[src/rtl/adex_param_nibble_tx.sv]
// Host-side transmitter for the AdEx nibble parameter-load protocol.
// Snapshots a parameter bank on start and plays it out as load_mode/load_strobe/nibble.
module adex_param_nibble_tx #(
  parameter int NUM_PARAMS = 8,
  parameter int GAP_CYCLES = 1
) (
  input  logic                    clk,
  input  logic                    rst_n,
  input  logic                    start_i,
  input  logic                    abort_i,
  input  logic [8*NUM_PARAMS-1:0] params_flat_i,
  output logic                    load_mode_o,
  output logic                    load_strobe_o,
  output logic [3:0]              nibble_o,
  output logic                    busy_o,
  output logic                    done_o
);

  localparam int NIBS = 2 * NUM_PARAMS;
  localparam int IW   = (NIBS > 1) ? $clog2(NIBS) : 1;
  localparam int GW   = (GAP_CYCLES > 0) ? $clog2(GAP_CYCLES + 1) : 1;
  localparam logic [IW-1:0] LAST_IDX = IW'(NIBS - 1);
  localparam logic [GW-1:0] GAP_LAST = GW'((GAP_CYCLES > 0) ? GAP_CYCLES - 1 : 0);

  typedef enum logic [2:0] {
    S_IDLE,
    S_SETUP,
    S_STROBE,
    S_GAP,
    S_FINISH
  } state_e;

  state_e                  state_q, state_d;
  logic [IW-1:0]           nib_idx_q, nib_idx_d;
  logic [GW-1:0]           gap_cnt_q, gap_cnt_d;
  logic [8*NUM_PARAMS-1:0] shadow_q, shadow_d;
  logic                    load_mode_q, load_mode_d;
  logic                    load_strobe_q, load_strobe_d;
  logic [3:0]              nibble_q, nibble_d;
  logic                    busy_q, busy_d;
  logic                    done_q, done_d;

  // Even index selects the high nibble of byte idx/2, odd index the low nibble.
  function automatic logic [3:0] sel_nibble(input logic [8*NUM_PARAMS-1:0] bank,
                                            input logic [IW-1:0] idx);
    int base;
    base = (int'(idx) / 2) * 8 + (idx[0] ? 0 : 4);
    return bank[base +: 4];
  endfunction

  always_ff @(posedge clk or negedge rst_n) begin
    if (!rst_n) begin
      state_q       <= S_IDLE;
      nib_idx_q     <= '0;
      gap_cnt_q     <= '0;
      shadow_q      <= '0;
      load_mode_q   <= 1'b0;
      load_strobe_q <= 1'b0;
      nibble_q      <= 4'h0;
      busy_q        <= 1'b0;
      done_q        <= 1'b0;
    end else begin
      state_q       <= state_d;
      nib_idx_q     <= nib_idx_d;
      gap_cnt_q     <= gap_cnt_d;
      shadow_q      <= shadow_d;
      load_mode_q   <= load_mode_d;
      load_strobe_q <= load_strobe_d;
      nibble_q      <= nibble_d;
      busy_q        <= busy_d;
      done_q        <= done_d;
    end
  end

  always_comb begin
    state_d   = state_q;
    nib_idx_d = nib_idx_q;
    gap_cnt_d = gap_cnt_q;
    shadow_d  = shadow_q;
    if (abort_i) begin
      // Abort beats everything, including a start presented in IDLE.
      state_d   = S_IDLE;
      nib_idx_d = '0;
      gap_cnt_d = '0;
    end else begin
      case (state_q)
        S_IDLE: begin
          if (start_i) begin
            shadow_d  = params_flat_i;
            nib_idx_d = '0;
            state_d   = S_SETUP;
          end
        end
        S_SETUP:  state_d = S_STROBE;
        S_STROBE: begin
          if (nib_idx_q == LAST_IDX) begin
            state_d = S_FINISH;
          end else begin
            nib_idx_d = nib_idx_q + IW'(1);
            if (GAP_CYCLES > 0) begin
              state_d   = S_GAP;
              gap_cnt_d = '0;
            end else begin
              state_d = S_STROBE;
            end
          end
        end
        S_GAP: begin
          if (gap_cnt_q == GAP_LAST) begin
            state_d = S_STROBE;
          end else begin
            gap_cnt_d = gap_cnt_q + GW'(1);
          end
        end
        S_FINISH: begin
          state_d   = S_IDLE;
          nib_idx_d = '0;
        end
        default: state_d = S_IDLE;
      endcase
    end
  end

  // Outputs are decoded from the upcoming state so every port comes straight off a flop.
  always_comb begin
    load_mode_d   = (state_d != S_IDLE);
    busy_d        = (state_d != S_IDLE);
    load_strobe_d = (state_d == S_STROBE);
    done_d        = (state_q == S_FINISH) && !abort_i;
    case (state_d)
      S_IDLE:   nibble_d = 4'h0;
      S_FINISH: nibble_d = nibble_q;
      default:  nibble_d = sel_nibble(shadow_d, nib_idx_d);
    endcase
  end

  assign load_mode_o   = load_mode_q;
  assign load_strobe_o = load_strobe_q;
  assign nibble_o      = nibble_q;
  assign busy_o        = busy_q;
  assign done_o        = done_q;

endmodule
[config.mk]
export PLATFORM = sky130hd
export DESIGN_NAME = adex_param_nibble_tx
export DESIGN_NICKNAME = d
export VERILOG_FILES = /design/src/rtl/adex_param_nibble_tx.sv
export SDC_FILE = /design/constraint.sdc
export NUM_CORES = 1
export LEC_CHECK = 0
export BUFFER_PORTS_ARGS = -buffer_cell sky130_fd_sc_hd__buf_2
export CAP_MARGIN = 20
export CORE_ASPECT_RATIO = 1.25
export CORE_UTILIZATION = 59
export DETAILED_ROUTE_END_ITERATION = 10
export GPL_TIMING_DRIVEN = 1
export HOLD_SLACK_MARGIN = 0.15
export PLACE_DENSITY = 0.84
export REMOVE_ABC_BUFFERS = 1
export SLEW_MARGIN = 20
export SYNTH_ARGS = -nofsm -noshare
export SYNTH_HDL_FRONTEND = slang
export SYNTH_SLANG_ARGS = --single-unit
[constraint.sdc]
create_clock -name clk -period 5.8 [get_ports clk]
set_input_delay 0.29 -clock clk [delete_from_list [all_inputs] [get_ports clk]]
set_output_delay 0.29 -clock clk [all_outputs]
set_load 0.05 [all_outputs]
# --- Word level (Yosys, flattened, before mapping) ---
# Cells that the tools add are included.
op_classes:
  add_sub_neg: 3
  n_eq_ne: 8
  shift: 1
  muxes: 18
  reduce_logical: 7
op_table:
  columns: ["cell", "count"]
  rows:
  - ["2-to-1 mux 64 bit", 3]
  - ["variable part select 64 x 8 -> 4 bit", 1]
  - ["2-to-1 mux 3 bit", 5]
  - ["2-to-1 mux 4 bit", 3]
  - ["case mux 3 bit (4 select lines)", 1]
  - ["case mux 4 bit (3 select lines)", 1]
  - ["equality test 3 x 2 -> 1 bit, second input constant", 3]
  - ["case mux 4 bit (2 select lines)", 1]
  - ["adder 6 x 3 -> 7 bit", 1]
  - ["equality test 3 bit, second input constant", 2]
  - ["logical NOT 3 bit", 2]
  - ["nonzero test 3 bit", 2]
  - ["adder 4 x 1 -> 4 bit, second input constant", 1]
  - ["equality test 4 bit, second input constant", 1]
  - ["equality test 3 x 1 -> 1 bit, second input constant", 1]
  - ["2-to-1 mux 1 bit", 3]
  - ["inequality test 3 bit, second input constant", 1]
  - ["case mux 1 bit (2 select lines)", 1]
  - ["AND reduction 2 bit", 1]
  - ["adder 1 bit, second input constant", 1]
  - ["logical AND 1 bit", 1]
  - ["logical NOT 1 bit", 1]
totals:
  register_bits: 79
  input_bits: 68
  out_inout_bits: 8
  wordCells: 45

# --- Longest topological paths before layout ---
depth:
  ltp_word: 8
  mapped_depth: 10
  mapped_depth_nobuf: 9

# --- Worst setup path before layout ---
# Ideal clock, no wire load.
synth_path:
  kind: "flip-flop to flip-flop"
  start: "register nib_idx_q[0]"
  end: "register nibble_q[0], in the netlist nibble_o[0]"
  setup_ns: 0.092
  arrival_ns: 2.139
  required_ns: 5.708
  path_slack_ns: 3.569
  stages_incl_launch_ff: 10
  n_path_buf: 1
  synth_period_minus_slack_ns: 2.231
  path_cell_list: "dfrtp_1 -> ha_1 -> nand3_1 -> a221o_1 -> a21o_2 -> buf_6 -> mux2i_1 -> mux2_2 -> a32o_1 -> o31ai_2"
synth_between:
  elab_chain_len: 8
  word_cells_on_any_way: 15
  cone_classes: "2 x add/sub; 2 x eq/ne; 1 x shift; 9 x mux; 1 x reduce/logical"
synth_rtl:
  columns: ["element", "line", "rtl"]
  rows:
  - ["start, declared", "34", "logic [IW-1:0] nib_idx_q, nib_idx_d;"]
  - ["start signal, assigned", "64", "nib_idx_q <= nib_idx_d;"]
  - ["adder 4 x 1 -> 4 bit or equality test 4 bit (tied branches)", "99, 96", null]
  - ["2-to-1 mux 4 bit", "96", "if (nib_idx_q == LAST_IDX) begin"]
  - ["case mux 4 bit (3 select lines)", "86", "case (state_q)"]
  - ["2-to-1 mux 4 bit", "80", "if (abort_i) begin"]
  - ["2-to-1 mux 3 bit", "47", "base = (int'(idx) / 2) * 8 + (idx[0] ? 0 : 4);"]
  - ["adder 6 x 3 -> 7 bit", "47", null]
  - ["variable part select 64 x 8 -> 4 bit", "48", "return bank[base +: 4];"]
  - ["case mux 4 bit (2 select lines)", "130", "case (state_d)"]
  - ["end signal, assigned", "69", "nibble_q <= nibble_d;"]
  - ["end, declared", "39", "logic [3:0] nibble_q, nibble_d;"]
# Parallel ways exist; a longest one is shown, timed or not.
# A chain may end at the register's enable or synchronous reset.

# --- Worst setup path in the final report ---
layout_path:
  start: "register state_q[0]"
  end: "register nibble_q[2], in the netlist nibble_o[2]"
layout_between:
  word_cells_on_any_way: 19
  cone_classes: "1 x add/sub; 5 x eq/ne; 1 x shift; 10 x mux; 2 x reduce/logical"
layout_lines:
  columns: ["element", "line", "rtl"]
  rows:
  - ["start, declared", "33", "state_e state_q, state_d;"]
  - ["start signal, assigned", "63", "state_q <= state_d;"]
  - ["logical NOT 3 bit", "86", null]
  - ["2-to-1 mux 64 bit", "86", null]
  - ["2-to-1 mux 64 bit", "80", null]
  - ["named net shadow_d[42]", "36", "logic [8*NUM_PARAMS-1:0] shadow_q, shadow_d;"]
  - ["variable part select 64 x 8 -> 4 bit", "48", null]
  - ["case mux 4 bit (2 select lines)", "130", null]
# The timed path passes the listed nets, and every way through them passes these cells.

==> key figures <==
Route
  • Wirelength, routed: 7.95 mm
  • DRC errors left: 0
  • Antenna Nets Post-Route: 0
  • Number of detailed-route iterations in the first pass: 4
  • Avg WL per Cell: 15.2 um
  • Vias/cell: 5.39
  • Initial DRC Count: 277
  • Routed via count: 2814

Global routing
  • First-pass GRT wire length: 13.3 mm
  • Largest net degree at the start of global routing: 79
  • Vias in the first global route: 2915
  • Gr ovfl total: 0
  • Gr usage total: 26.7%
  • Initial antenna violation count: 0

Clock network
  • CTS root buf: clkbuf_8
  • Maximum level of the CTS H-tree: 3
  • CTS tree: yes
  • Max clock buf depth: 2
  • Clk pin slew, worst setup/hold paths: 0.08 ns
  • Clk Latency, worst-skew pair: 0.35 ns
  • Post-cts resize count: 0
  • TritonCTS Buffers: 9
  • Number of clock sinks: 78

Placement
  • IO buf count: 75
  • Gpl congestion: 0.845
  • HPWL after DPL: 5.35 mm
  • Placed Area: 0.00407 sq mm

Synthesis
  • Gate Count Post-Synth: 343
  • Ys async rst share: 100%
  • Top FF cell, synth: dfrtp_1
  • Sequential share of the synthesized area: 52.1%
  • Syn_area_per_cell: 10.9 sq um
  • Post-synth EDFFs: 0
  • Unique masters post-synth: 49
  • Post-Syn Area: 0.00374 sq mm
  • Synth warn: 0
  • Register bit total from synthesis: 78
  • Largest cells by area after synthesis: dfrtp_1, mux2_2, nand2_1
  • Share of the synthesized area in the top cell type: 52.1%
  • Area leader, netlist: dfrtp_1

Setup path
  • Reg-to-Reg Start: state_q[0]
  • Crit. Startpoint: state_q[0]
  • Setup CP Type: flip-flop to flip-flop
  • Startpoint Class: flip-flop
  • CP Max Fanout: 49
  • Required @ worst endpoint: 6.02 ns
  • Arrival time worst endpoint: 3.27 ns
  • CP Capture Type: flip-flop

STA
  • Fin. Hold Viols: 0
  • Final setup vio count: 0
  • Tmin final: 3.05 ns
  • Clock Skew: 0.00861 ns
  • Setup repair after global routing missed its margin: no
  • Tcrit/Tclk final: 52.5%
  • Slew Viols, Final: 0
  • Sum Neg Setup Slack: 0 ns
  • Worst-Margin Slew: 1.04 ns
  • Relative slew slack: 29.9%
  • Fmax: 328 MHz

Pwr
  • Switching pwr: 0.000381 W
  • Share of total power in combinational logic: 21.1%
  • Sw Ratio: 27.4%
  • Total Power: 0.00139 W
  • Flop pwr share: 49.4%
  • Pint: 0.00101 W
  • Clk pwr share: 29.4%
  • Pwr dens: 309 mW/mm^2
  • Lkg Pwr: 2.16 nW
  • Worst IR Drop VDD: 0.202 mV

Finish
  • Syn-to-layout area delta: 20.0%
  • Layout cells sized above 1: 31.1%
  • Final net count: 501
  • Diode count: 0
  • Final instance area: 0.00450 sq mm

Floorplanning
  • # rows: 32
  • DIE HEIGHT: 91.1 um
  • Die Footprint: 0.00667 sq mm
  • Initial core utilization: 60.7%
  • IO Pins: 76
  • Core ar.: 0.00617 sq mm
  • Die W: 73.3 um

Worst hold path
  • Hold path start: params_flat_i[34]
  • HP Class: primary input to flip-flop

Status
  • Status: finished clean

Flow run
  • Max cap viols: 0
cells in the final DEF, fill, tap and decap left out, types with 2 or more instances in the layout:
| master | n |
|---|---|
| mux2_2 | 36 |
| nand2_1 | 84 |
| a21oi_1 | 8 |
| o2111ai_1 | 3 |
| nand3_1 | 4 |
| inv_1 | 3 |
| a21o_1 | 3 |
| a211oi_1 | 2 |
| dfrtp_1 | 78 |
| mux2_1 | 9 |
| dlygate4sd3_1 | 22 |
| nand2b_1 | 5 |
| o21ai_0 | 3 |
| nor3_1 | 9 |
| buf_2 | 74 |
| nor2_1 | 21 |
| o32ai_1 | 5 |
| clkbuf_1 | 2 |
| a32o_1 | 3 |
| clkbuf_8 | 11 |
| clkinv_2 | 2 |
| o31ai_2 | 3 |
| buf_4 | 2 |
| mux2i_1 | 17 |
flip-flops by register name, summed over array words and instances, names as in the netlist:
register / cells
done_o: 1
shadow_q: 64
state_q: 3
busy_o: 1
load_strobe_o: 1
nib_idx_q: 4
nibble_o: 4
synth_stat cells, types with 2 or more instances:
cell type	n
buf_2	2
o32ai_1	5
a21o_1	3
mux2i_1	17
a21oi_1	8
buf_4	6
o31ai_2	3
nand2_1	84
inv_1	3
nor2_1	21
buf_6	7
nor3_1	9
mux2_2	36
a32o_1	3
nand3_1	4
clkbuf_1	4
o21ai_0	3
o2111ai_1	3
nand2b_1	5
dfrtp_1	78
and2_1	2
mux2_1	9
a211oi_1	2
power groups by stage:
stage / Sequential [W] / Combinational, W / Clock (W)
3_5_place_dp: 0.000698 / 0.000282 / 0
6_report: 0.000687 / 0.000293 / 0.000409
4_1_cts: 0.000687 / 0.000295 / 0.000419
5_1_grt: 0.000699 / 0.000324 / 0.000437
2_1_floorplan: 0.000706 / 0.000180 / 0
3_3_place_gp: 0.000693 / 0.000274 / 0
critical path: stages, from the launching register on:
cell and delay [ns]:
dfrtp_1 0.53, nor4_2 0.36, and2_2 0.40, buf_4 0.55, mux2_1 0.40, mux2i_1 0.21
o22ai_1 0.12, o32ai_1 0.21, o31ai_1 0.12
kinds of logic after synthesis:
| group | after synthesis | share of synthesized area [%] |
|---|---|---|
| simple gates | 137 | 16.2 |
| flops | 78 | 52.1 |
| mux | 62 | 18.1 |
| compound gates | 40 | 8.32 |
| buf+inv | 25 | 4.91 |
| fa+ha+maj | 1 | 0.334 |
through the flow:
stage	utilization [%]	hold slack (ns)	std cells	setup WS, ns
after detailed placement	66.1	0.463	484	2.77
after floorplan	-	-0.00559	323	2.42
after global placement	66.1	0.445	484	2.91
final	72.9	0.181	522	2.75
after CTS	72.9	0.172	522	2.78
after global routing	72.9	0.181	522	2.53
routing by layer:
metal	up-vias	part of all wire, %	global-route usage (%)
met4	0	2.6	14.4
met2	88	50	43.4
li1	1363	-	-
met5	-	0	0
met1	1347	43	33.6
met3	16	4.3	4.22
repair_timing:
item,4_1_cts,5_1_grt
hold buffers,22,0
setup buffers,0,0
hold endpoints to repair,99,0
final cells by class:
class / instances / area [sq um]
clock buffers: 13 / 159
clock inverters: 3 / 42.5
fillers: 492 / 1670
inverters: 5 / 20.0
multi-input cells: 240 / 1610
flip-flops and latches: 78 / 1950
well taps: 85 / 106
repair buffers: 98 / 606
worst paths after layout:
path,to,slack (ns),cells after the start
min in group asynchronous,shadow_q[32],0.63,2
setup reg to reg,nibble_o[2],2.75,8
hold reg to reg,shadow_q[6],0.48,2
setup / recovery,nibble_o[2],2.75,8
max in group asynchronous,shadow_q[6],4.56,2
hold / removal,shadow_q[34],0.18,2
Note: power is estimated with default switching activity, not from simulation.
